File: src/rtl/arb_pkg.sv
// Shared types and helpers for the round-robin burst arbiter.
package arb_pkg;

  typedef enum logic {
    IDLE  = 1'b0,
    GRANT = 1'b1
  } arb_state_e;

  // Widest requester vector the index helper accepts.
  localparam int MAX_REQ = 64;

  function automatic int arbIdw(input int nReq);
    return (nReq < 2) ? 1 : $clog2(nReq);
  endfunction

  function automatic int arbCntw(input int maxBurst);
    return $clog2(maxBurst + 1);
  endfunction

  // OR-encoding is exact for a one-hot input and returns 0 for all-zero.
  function automatic int unsigned oneHotToIdx(input logic [MAX_REQ-1:0] vec);
    int unsigned idx;
    idx = 0;
    for (int i = 0; i < MAX_REQ; i++) begin
      if (vec[i]) idx = idx | unsigned'(i);
    end
    return idx;
  endfunction

endpackage

File: src/rtl/rr_pick.sv
// Combinational round-robin search: first set bit of req at or above ptr, with wrap.
module rr_pick
  import arb_pkg::*;
#(
  parameter  int N_REQ = 2,
  localparam int IDW   = arbIdw(N_REQ)
) (
  input  logic [N_REQ-1:0] req,
  input  logic [IDW-1:0]   ptr,
  output logic [N_REQ-1:0] winner,
  output logic             found
);

  logic [N_REQ-1:0] rot;
  logic [N_REQ-1:0] rotWin;

  // Rotate so that bit 0 of rot is requester ptr.
  assign rot = N_REQ'({req, req} >> ptr);

  genvar gi;
  generate
    for (gi = 0; gi < N_REQ; gi++) begin : g_prio
      if (gi == 0) begin : g_first
        assign rotWin[gi] = rot[gi];
      end else begin : g_rest
        assign rotWin[gi] = rot[gi] & ~(|rot[gi-1:0]);
      end
    end
  endgenerate

  assign winner = N_REQ'(({rotWin, rotWin} << ptr) >> N_REQ);
  assign found  = |req;

endmodule

File: src/rtl/rr_burst_arbiter.sv
// Round-robin arbiter granting one requester at a time in bursts of at most MAX_BURST cycles.
module rr_burst_arbiter
  import arb_pkg::*;
#(
  parameter  int N_REQ     = 2,
  parameter  int MAX_BURST = 4,
  localparam int IDW       = arbIdw(N_REQ),
  localparam int CNTW      = arbCntw(MAX_BURST)
) (
  input  logic             clk,
  input  logic             reset,
  input  logic [N_REQ-1:0] req,
  input  logic [N_REQ-1:0] last,
  output logic [N_REQ-1:0] gnt,
  output logic             gnt_valid,
  output logic [IDW-1:0]   gnt_id,
  output logic [CNTW-1:0]  burst_cnt
);

  arb_state_e       state, stateNext;
  logic [IDW-1:0]   ptr, ptrNext;
  logic [IDW-1:0]   own, ownNext;
  logic [IDW-1:0]   ownPlus1;
  logic [IDW-1:0]   searchPtr;
  logic [IDW-1:0]   winIdx;
  logic [N_REQ-1:0] gntNext;
  logic [N_REQ-1:0] winner;
  logic [CNTW-1:0]  cnt, cntNext;
  logic             found;
  logic             rel;

  assign ownPlus1 = (own == IDW'(N_REQ - 1)) ? '0 : own + IDW'(1);
  // On release the search starts just past the owner, so the owner only wins again when alone.
  assign searchPtr = (state == GRANT) ? ownPlus1 : ptr;
  assign rel = ~req[own] | last[own] | (cnt == CNTW'(MAX_BURST));
  assign winIdx = IDW'(oneHotToIdx(MAX_REQ'(winner)));

  rr_pick #(
    .N_REQ(N_REQ)
  ) u_pick (
    .req   (req),
    .ptr   (searchPtr),
    .winner(winner),
    .found (found)
  );

  always_comb begin
    stateNext = state;
    ptrNext   = ptr;
    ownNext   = own;
    gntNext   = gnt;
    cntNext   = cnt;
    case (state)
      IDLE: begin
        if (found) begin
          stateNext = GRANT;
          ownNext   = winIdx;
          gntNext   = winner;
          cntNext   = CNTW'(1);
        end
      end
      GRANT: begin
        if (!rel) begin
          cntNext = cnt + CNTW'(1);
        end else begin
          ptrNext = ownPlus1;
          if (found) begin
            ownNext = winIdx;
            gntNext = winner;
            cntNext = CNTW'(1);
          end else begin
            stateNext = IDLE;
            gntNext   = '0;
            cntNext   = '0;
          end
        end
      end
      default: begin
        stateNext = IDLE;
        gntNext   = '0;
        cntNext   = '0;
      end
    endcase
  end

  always_ff @(posedge clk) begin
    if (reset) begin
      state <= IDLE;
      ptr   <= '0;
      own   <= '0;
      gnt   <= '0;
      cnt   <= '0;
    end else begin
      state <= stateNext;
      ptr   <= ptrNext;
      own   <= ownNext;
      gnt   <= gntNext;
      cnt   <= cntNext;
    end
  end

  assign gnt_valid = |gnt;
  assign gnt_id    = own;
  assign burst_cnt = cnt;

endmodule

File: config.mk
export PLATFORM = sky130hd
export DESIGN_NAME = rr_burst_arbiter
export DESIGN_NICKNAME = d
export VERILOG_FILES = /design/src/rtl/arb_pkg.sv /design/src/rtl/rr_pick.sv /design/src/rtl/rr_burst_arbiter.sv
export SDC_FILE = /design/constraint.sdc
export NUM_CORES = 1
export LEC_CHECK = 0
export BUFFER_PORTS_ARGS = -buffer_cell sky130_fd_sc_hd__buf_2
export CELL_PAD_IN_SITES_DETAIL_PLACEMENT = 1
export CELL_PAD_IN_SITES_GLOBAL_PLACEMENT = 2
export CORE_MARGIN = 2
export CORE_UTILIZATION = 28
export CTS_BUF_LIST = sky130_fd_sc_hd__clkbuf_8
export CTS_CLUSTER_DIAMETER = 80
export CTS_CLUSTER_SIZE = 30
export DETAILED_ROUTE_END_ITERATION = 12
export PLACE_DENSITY_LB_ADDON = 0.08
export SLEW_MARGIN = 20
export SYNTH_ARGS = -nofsm -noshare
export SYNTH_HDL_FRONTEND = slang
export SYNTH_SLANG_ARGS = --single-unit
File: constraint.sdc
create_clock -name clk -period 1.75 [get_ports clk]
set_input_delay 0.35 -clock clk [delete_from_list [all_inputs] [get_ports clk]]
set_output_delay 0.35 -clock clk [all_outputs]
set_load 0.005 [all_outputs]
==> flow_summary_export.csv, run 1 <==
group,metric,value,unit
clock_tree,cts_tree,"built",
clock_tree,clock-root-buffer,"clkbuf_8",
global_route,gr-total-overflow,0,
finish,diodes,0,
critical_path,critPathMaxFanout,4,
sta,final.period_utilization,0.816,
placed_design,dp_hpwl,843,um
sta,rsz0062_at_grt,"no",
placed_design,dp.cells,74,
clock_tree,clkSlewWorstSetupHoldPaths,0.04,ns
route,dr.pass1.iters,4,
critical_path,crit_type,"reg -> reg",
synth,yosys.area.top_type,"dfxtp_1",
synth,synth_cells,47,
clock_tree,htreeDepth,1,
global_route,grt_pass1_vias,406,
critical_path,arrival,1.58,ns
critical_path,worstSetupStartpointType,"flop",
finish,final_core_util,0.402,
sta,fin_setup_tns,0,ns
finish,drive_gt1_frac,0.306,
critical_path,end_kind,"flop",
pwr,p_per_area,911,nW/um2
placed_design,gp_congestion,0.739,
run_status,status,"finished clean",
clock_tree,insertion_delay,0.23,ns
global_route,grt_pass1_wl,1860,um
finish,area_growth,30.1,%
critical_path,cp_slowest_cell,"or3b_1",
critical_path,cp_cell_sequence,"inv_1 -> ha_1 -> nand2_1 -> o211a_1 -> or3b_1 -> a21oi_1",
route,ant_nets,0,
route,viasPerCell,5.17,
finish,fin_cells,77,
synth,ys_seq_elements,8,
floorplanning,start_util,0.309,
pwr,clkPwrFrac,0.449,
pwr,leakagePower,0.253,nW
synth,post_synth.cell_area_avg,8.76,um2
sta,skew,0.00355,ns
finish,final.fill_count,169,
sta,period_needed,1.43,ns
floorplanning,io_pins,13,
synth,ys_warn_count,0,
clock_tree,cts_buffer_depth,2,
pwr,swShare,0.228,
finish,nNetsFinal,72,
sta,fin_ws,0.323,ns
floorplanning,fp.dieH,42.3,um
floorplanning,die_w,42.3,um
clock_tree,cts_made_buffers,3,
pwr,switchingPower,111,uW
global_route,grtUsageTotal,0.140,
finish,multiInputGateArea,240,um2
sta,final-setup-viol-count,0,
synth,synthArstFlopShare,0,
finish,final_cell_mix,"buf_2, dfxtp_1, nor2_1, o21ai_0, a21oi_1",
pwr,p_int,377,uW
floorplanning,core,1330,um2
synth,yosys.area.top_type_share,0.389,
route,drt_iter0_markers,3,
global_route,grt_max_degree,10,
hold_path,worst_hold_path.num_cells,2,
synth,synth_cell_types,24,
finish,layout_commonest_cell,"buf_2",
pwr,vdd_ir_drop_max,395,uV
synth,ys.flop_type,"dfxtp_1",
finish,seqCellArea,160,um2
global_route,antenna_found_initial,0,
route,vias,398,
synth,synth_edf_count,0,
synth,syn-num-nets,55,
sta,finalMaxSlewViolations,0,
placed_design,dp_worst_setup_slack,0.212,ns
critical_path,r2r_cells,6,
clock_tree,cts_hold_repair.buffers,0,
placed_design,portBuffers,12,
pwr,totalPowerFinal,488,uW
synth,syn_area,412,um2
clock_tree,clock_sinks,8,
critical_path,crit_required,1.91,ns
sta,tightest_slew,0.539,ns
synth,ys_seq_area_frac,0.389,
synth,netlist_top_cells_area,"dfxtp_1, ha_1, nor3b_1",
floorplanning,die_area,1790,um2
sta,relSlewSlack,0.638,
flow_run,drv_cap,0,
sta,hold_viol,0,
pwr,power_frac_comb,0.131,
clock_tree,cts_resized,0,
sta,fmax,0.701,GHz
route,wl,1070,um
route,wl_per_cell,13.8,um
clock_tree,post_cts_buffers,0,
hold_path,hold_class,"in -> reg",
floorplanning,num_rows,13,
pwr,p_seq_frac,0.420,
route,post-route-drc-count,0,
critical_path,max_stage_delay,0.41,ns
worst max-delay path: cells and delay by family (launching register included):
family	cells	cell delay (ns)
and+or+nand+nor	2	0.49
adders and majority gates	1	0.18
AOI/OAI and AO/OA	2	0.27
buffers and inverters	1	0.09
DFF	1	0.33
kinds of logic after synthesis:
logic type	synth area share
multiplexers	0.0274
AO/OA/AOI/OAI	0.216
flip-flops	0.389
AND/OR/NAND/NOR	0.280
buffers and inverters	0.0274
adder cells (fa/ha/maj)	0.0608
flip-flops by register name, indices dropped and copies added, names as in the netlist:
name / cells
ptr: 1
burst_cnt: 3
gnt_id: 1
state: 1
gnt: 2
metrics by stage:
stage	cell area, um2	hold WS [ns]
floorplan	412	0.478
global placement	494	0.472
detailed placement	494	0.489
CTS	536	0.410
global route	536	0.434
finish	536	0.417
power groups by stage:
stage / registers, mW / logic, mW / clock network [mW]
2_1_floorplan: 0.206 / 0.0370 / 0
3_3_place_gp: 0.207 / 0.0616 / 0
3_5_place_dp: 0.208 / 0.0647 / 0
4_1_cts: 0.205 / 0.0652 / 0.227
5_1_grt: 0.207 / 0.0732 / 0.245
6_report: 0.205 / 0.0640 / 0.219
cells in the mapped netlist, types with 2 or more instances:
cell,number
a21oi_1,4
dfxtp_1,8
ha_1,2
inv_1,2
nand2_1,2
nor2_1,4
nor2b_1,3
nor3b_1,3
o21ai_0,4
path summary, 6_finish.rpt:
path / startpoint / slack [ns] / endpoint
max reg2reg: burst_cnt[0] / 0.32 / gnt[1]
max: burst_cnt[0] / 0.32 / gnt[1]
min: reset / 0.42 / burst_cnt[0]
min reg2reg: gnt[1] / 0.50 / gnt[1]
layer usage:
layer | wire length [um] | track usage
met5 | 0 | 0
met4 | 0 | 0.0188
met3 | 60 | 0.0776
met2 | 571 | 0.234
met1 | 433 | 0.160
final cells by class:
type	instances	area share
well taps	15	0.0350
multi-input cells	36	0.449
clock buffers	3	0.0771
flip-flops and latches	8	0.299
inverters	2	0.0140
repair buffers	13	0.126
Power figures use the tool's default switching activity.
==> run 2: changes to the inputs <==
--- a/config.mk
+++ b/config.mk
@@ -9,7 +9,7 @@
 export CELL_PAD_IN_SITES_DETAIL_PLACEMENT = 1
 export CELL_PAD_IN_SITES_GLOBAL_PLACEMENT = 2
 export CORE_MARGIN = 2
-export CORE_UTILIZATION = 28
+export CORE_UTILIZATION = 26
 export CTS_BUF_LIST = sky130_fd_sc_hd__clkbuf_8
 export CTS_CLUSTER_DIAMETER = 80
 export CTS_CLUSTER_SIZE = 30
==> constraint.sdc (replaced) <==
create_clock -name clk -period 1.3 [get_ports clk]
set_input_delay 0.26 -clock clk [delete_from_list [all_inputs] [get_ports clk]]
set_output_delay 0.26 -clock clk [all_outputs]
set_load 0.005 [all_outputs]
==> run 2 against run 1 <==
The flow now finishes with violations (setup timing). Core utilization up 2.1 points. Clock skew down 0.0018 ns. Non-clock buffer count up 7. Critical path type unchanged. Largest power group unchanged. Highest routed layer unchanged.
==> flow_summary_export.csv, run 2 (same netlist as run 1, synthesis figures left out) <==
group,metric,value,unit
pwr,vdd_ir_drop_max,467,uV
clock_tree,htreeDepth,1,
route,vias,430,
finish,drive_gt1_frac,0.551,
global_route,grt_pass1_vias,453,
flow_run,drv_cap,0,
route,drt_iter0_markers,3,
pwr,leakagePower,0.288,nW
route,ant_nets,0,
floorplanning,start_util,0.276,
clock_tree,cts_buffer_depth,2,
finish,diodes,0,
clock_tree,cts_tree,"built",
global_route,grt-busiest-layer,"met2",
sta,period_needed,1.35,ns
clock_tree,clock-root-buffer,"clkbuf_8",
finish,largest_register_ffs,3,
finish,area_growth,52.9,%
global_route,use_met1,0.182,
critical_path,crit_type,"reg -> reg",
global_route,gr-usage-met2,0.274,
critical_path,worstSetupStartpointType,"flop",
floorplanning,num_rows,14,
clock_tree,insertion_delay,0.23,ns
global_route,grtUsageTotal,0.156,
sta,hold_viol,0,
route,wl_per_cell,14.6,um
clock_tree,clock_sinks,8,
finish,nNetsFinal,79,
clock_tree,cts_made_buffers,3,
route,dr.pass1.iters,2,
global_route,gr-total-overflow,0,
global_route,use_met3,0.0500,
run_status,failed_checks,"setup timing",
run_status,status,"finished, violations left",
clock_tree,clkSlewWorstSetupHoldPaths,0.04,ns
sta,finalMaxSlewViolations,0,
floorplanning,fp.dieH,43.8,um
hold_path,hold_class,"in -> reg",
finish,final_core_util,0.423,
sta,relSlewSlack,0.837,
sta,final-setup-viol-count,3,
critical_path,critPathMaxFanout,6,
placed_design,gp_congestion,0.792,
route,viasPerCell,5.06,
clock_tree,cts_hold_repair.buffers,0,
floorplanning,io_pins,13,
sta,rsz0062_at_grt,"yes",
global_route,grt_pass1_wl,2160,um
route,wl,1240,um
placed_design,portBuffers,12,
pwr,p_per_area,1110,nW/um2
sta,skew,0.00177,ns
placed_design,dp.cells,82,
sta,final.period_utilization,1.04,
finish,layout_commonest_cell,"buf_2",
global_route,grt_max_degree,10,
finish,final_cell_mix,"buf_2, buf_4, dfxtp_1",
sta,fmax,0.743,GHz
floorplanning,die_w,43.8,um
route,post-route-drc-count,0,
sta,fin_ws,-0.0462,ns
critical_path,end_kind,"flop",
global_route,antenna_found_initial,0,
finish,fin_cells,85,
sta,tightest_slew,0.243,ns
floorplanning,die_area,1920,um2
floorplanning,core,1490,um2
finish,final.fill_count,184,
critical_path,crit_required,1.46,ns
critical_path,arrival,1.51,ns
==> run 2: cell types whose count changed in the layout (fill, tap and decap cells not counted), moves of 2 or more <==
cell,previous run,this run
inv_1,2,0
a21oi_1,4,2
buf_4,1,8
a21oi_2,0,2
dfxtp_1,8,5
inv_2,0,2
dfxtp_2,0,3
==> run 2: per-stage QoR <==
step	setup WS (ns)	instance area [um2]	power [mW]	hold slack, ns	TNS [ns]
detailed placement	-0.111	564	0.392	0.480	-0.336
CTS	-0.0666	608	0.702	0.313	-0.157
global route	-0.106	629	0.740	0.333	-0.520
global placement	-0.0575	564	0.384	0.474	-0.159
finish	-0.0462	629	0.701	0.312	-0.112
floorplan	0.00537	428	0.333	0.394	0
==> run 2: report_power, final <==
| group | total [mW] | internal (mW) | switching, mW |
|---|---|---|---|
| Sequential | 0.276 | 0.263 | 0.0133 |
| Clock | 0.302 | 0.201 | 0.101 |
| Combinational | 0.123 | 0.0681 | 0.0549 |
| Total | 0.701 | 0.532 | 0.169 |
==> run 2: routing by layer <==
layer | routed length, um | share of wire
met3 | 34 | 0.027
met4 | 0 | 0
met2 | 659 | 0.53
met5 | 0 | 0
met1 | 548 | 0.44
==> run 2: repair_timing <==
item / 4_1_cts / 5_1_grt
setup endpoints to repair: 4 / 7
gates resized for setup: 2 / 5
setup buffers: 0 / 0
pin swaps: 0 / 3
==> run 2: final cells by class <==
type	count	area [um2]	area share
sequential	8	164	0.260
clock buffer	3	41.3	0.0656
multi-input combinational	36	277	0.439
inverter	2	7.51	0.0119
timing repair buffer	20	120	0.191
tap	16	20.0	0.0318
==> run 2: critical path: stages (launching register included) <==
cell and delay, ns:
dfxtp_2 0.34, and3b_1 0.18, o211a_1 0.23, or3b_4 0.40
a21oi_2 0.13
==> run 2: final timing paths <==
check	start	endpoint	slack, ns	cells past startpoint
max	gnt_id	gnt[1]	-0.05	4
min	reset	gnt_id	0.31	2
max reg2reg	gnt_id	gnt[1]	-0.05	4
min reg2reg	gnt[1]	gnt[1]	0.50	2
==> run 3: changes to the inputs <==
--- a/config.mk
+++ b/config.mk
@@ -9,7 +9,7 @@
 export CELL_PAD_IN_SITES_DETAIL_PLACEMENT = 1
 export CELL_PAD_IN_SITES_GLOBAL_PLACEMENT = 2
 export CORE_MARGIN = 2
-export CORE_UTILIZATION = 26
+export CORE_UTILIZATION = 28
 export CTS_BUF_LIST = sky130_fd_sc_hd__clkbuf_8
 export CTS_CLUSTER_DIAMETER = 80
 export CTS_CLUSTER_SIZE = 30
==> constraint.sdc (replaced) <==
create_clock -name clk -period 1.5 [get_ports clk]
set_input_delay 0.3 -clock clk [delete_from_list [all_inputs] [get_ports clk]]
set_output_delay 0.3 -clock clk [all_outputs]
set_load 0.005 [all_outputs]
==> run 3 against run 2 <==
The flow now finishes without violations. Clock skew increased by 0.0025 ns. Register-to-register slack improved by 0.13 ns. Routed wire length decreased by 11%. Total power decreased by 18%. Critical path depth increased by 2. Die area decreased by 6.5%. Largest cell class unchanged. Highest routed layer is now met4.
==> flow_summary_export.csv, run 3 (same netlist as run 1, synthesis figures left out) <==
group,metric,value,unit
run_status,status,"finished clean",
finish,final.fill_count,169,
route,post-route-drc-count,0,
clock_tree,clock_sinks,8,
sta,finalMaxSlewViolations,0,
route,wl,1110,um
route,wl_per_cell,14.2,um
sta,tightest_slew,0.554,ns
floorplanning,die_area,1790,um2
sta,relSlewSlack,0.628,
critical_path,worstSetupStartpointType,"flop",
pwr,leakagePower,0.258,nW
placed_design,place_area,502,um2
critical_path,cp_slowest_cell,"or3b_1",
clock_tree,cts_resized,0,
critical_path,max_stage_delay,0.40,ns
clock_tree,insertion_delay,0.23,ns
finish,drive_gt1_frac,0.349,
floorplanning,start_util,0.309,
floorplanning,core,1330,um2
global_route,grtUsageTotal,0.148,
global_route,grt_pass1_vias,413,
finish,stdcell_area,547,um2
sta,final.period_utilization,0.946,
route,ant_nets,0,
critical_path,cp_cell_sequence,"inv_1 -> ha_2 -> nand2_1 -> o211a_1 -> or3b_1 -> a21oi_1",
critical_path,cp_top_family,"simple AND/OR/NAND/NOR gates",
sta,hold_viol,0,
clock_tree,cts_hold_repair.buffers,0,
finish,largest_register_ffs,3,
placed_design,gp_congestion,0.786,
global_route,grt_max_degree,10,
clock_tree,cts_tree,"built",
pwr,totalPowerFinal,571,uW
finish,nNetsFinal,73,
global_route,antenna_found_initial,0,
floorplanning,io_pins,13,
route,dr.pass1.iters,4,
flow_run,drv_cap,0,
floorplanning,num_rows,13,
floorplanning,die_w,42.3,um
critical_path,arrival,1.57,ns
placed_design,portBuffers,12,
clock_tree,clkSlewWorstSetupHoldPaths,0.04,ns
floorplanning,fp.dieH,42.3,um
sta,rsz0062_at_grt,"yes",
hold_path,hold_class,"in -> reg",
route,drt_iter0_markers,4,
critical_path,crit_start,"burst_cnt[0]",
critical_path,crit_type,"reg -> reg",
clock_tree,htreeDepth,1,
clock_tree,cts_buffer_depth,2,
critical_path,crit_required,1.66,ns
sta,fmax,0.705,GHz
sta,final-setup-viol-count,0,
clock_tree,cts_made_buffers,3,
critical_path,end_kind,"flop",
critical_path,critPathMaxFanout,4,
global_route,gr-total-overflow,0,
sta,fin_setup_tns,0,ns
finish,final_cell_mix,"buf_2, dfxtp_1, nor2_1, o21ai_0, a21oi_1",
sta,period_needed,1.42,ns
finish,diodes,0,
pwr,p_per_area,1040,nW/um2
critical_path,reg2reg_from,"burst_cnt[0]",
finish,area_growth,32.8,%
hold_path,hp-start,"reset",
critical_path,crit_buf_inv,1,
route,vias,405,
pwr,vdd_ir_drop_max,643,uV
route,viasPerCell,5.19,
clock_tree,clock-root-buffer,"clkbuf_8",
sta,skew,0.00429,ns
critical_path,rrSetupSlack,0.08,ns
clock_tree,post_cts_buffers,0,
placed_design,dp_hpwl,884,um
finish,layout_commonest_cell,"buf_2",
global_route,grt_pass1_wl,1930,um
## run 3: cell types whose count changed in the layout (fill, tap and decap cells not counted), sizes merged
cell,before,now
buf,20,14
## run 3: where the power goes
part	internal [mW]	switching, mW
Clock	0.173	0.0799
Combinational	0.0417	0.0377
Sequential	0.228	0.0111
## run 3: stage by stage
step           setup WS [ns]  utilization  hold WS, ns  cells
2_1_floorplan          0.138            -        0.434     47
3_3_place_gp          0.0523        0.376        0.472     75
3_5_place_dp         -0.0300        0.376        0.488     75
4_1_cts               0.0462        0.407        0.365     78
5_1_grt              -0.0219        0.410        0.376     78
6_report              0.0817        0.410        0.368     78
## run 3: routing by layer
metal  global-route usage  wire [um]
met5                    0          0
met1                0.171        462
met3               0.0776         67
met2                0.231        563
met4               0.0563         11
## run 3: area by class of cell
cell class | instances | area, um2 | area share
timing repair buffer | 14 | 75.1 | 0.137
inverter | 2 | 7.51 | 0.0137
clock buffer | 3 | 41.3 | 0.0755
tap | 15 | 18.8 | 0.0343
sequential | 8 | 161 | 0.295
multi-input combinational | 36 | 243 | 0.444
## run 3: path summary, 6_finish.rpt
| check | end | cells after the start |
|---|---|---|
| worst max register to register | gnt_id | 6 |
| worst min-delay path | burst_cnt[0] | 2 |
| worst max-delay path | gnt_id | 6 |
| worst min register to register | burst_cnt[0] | 1 |
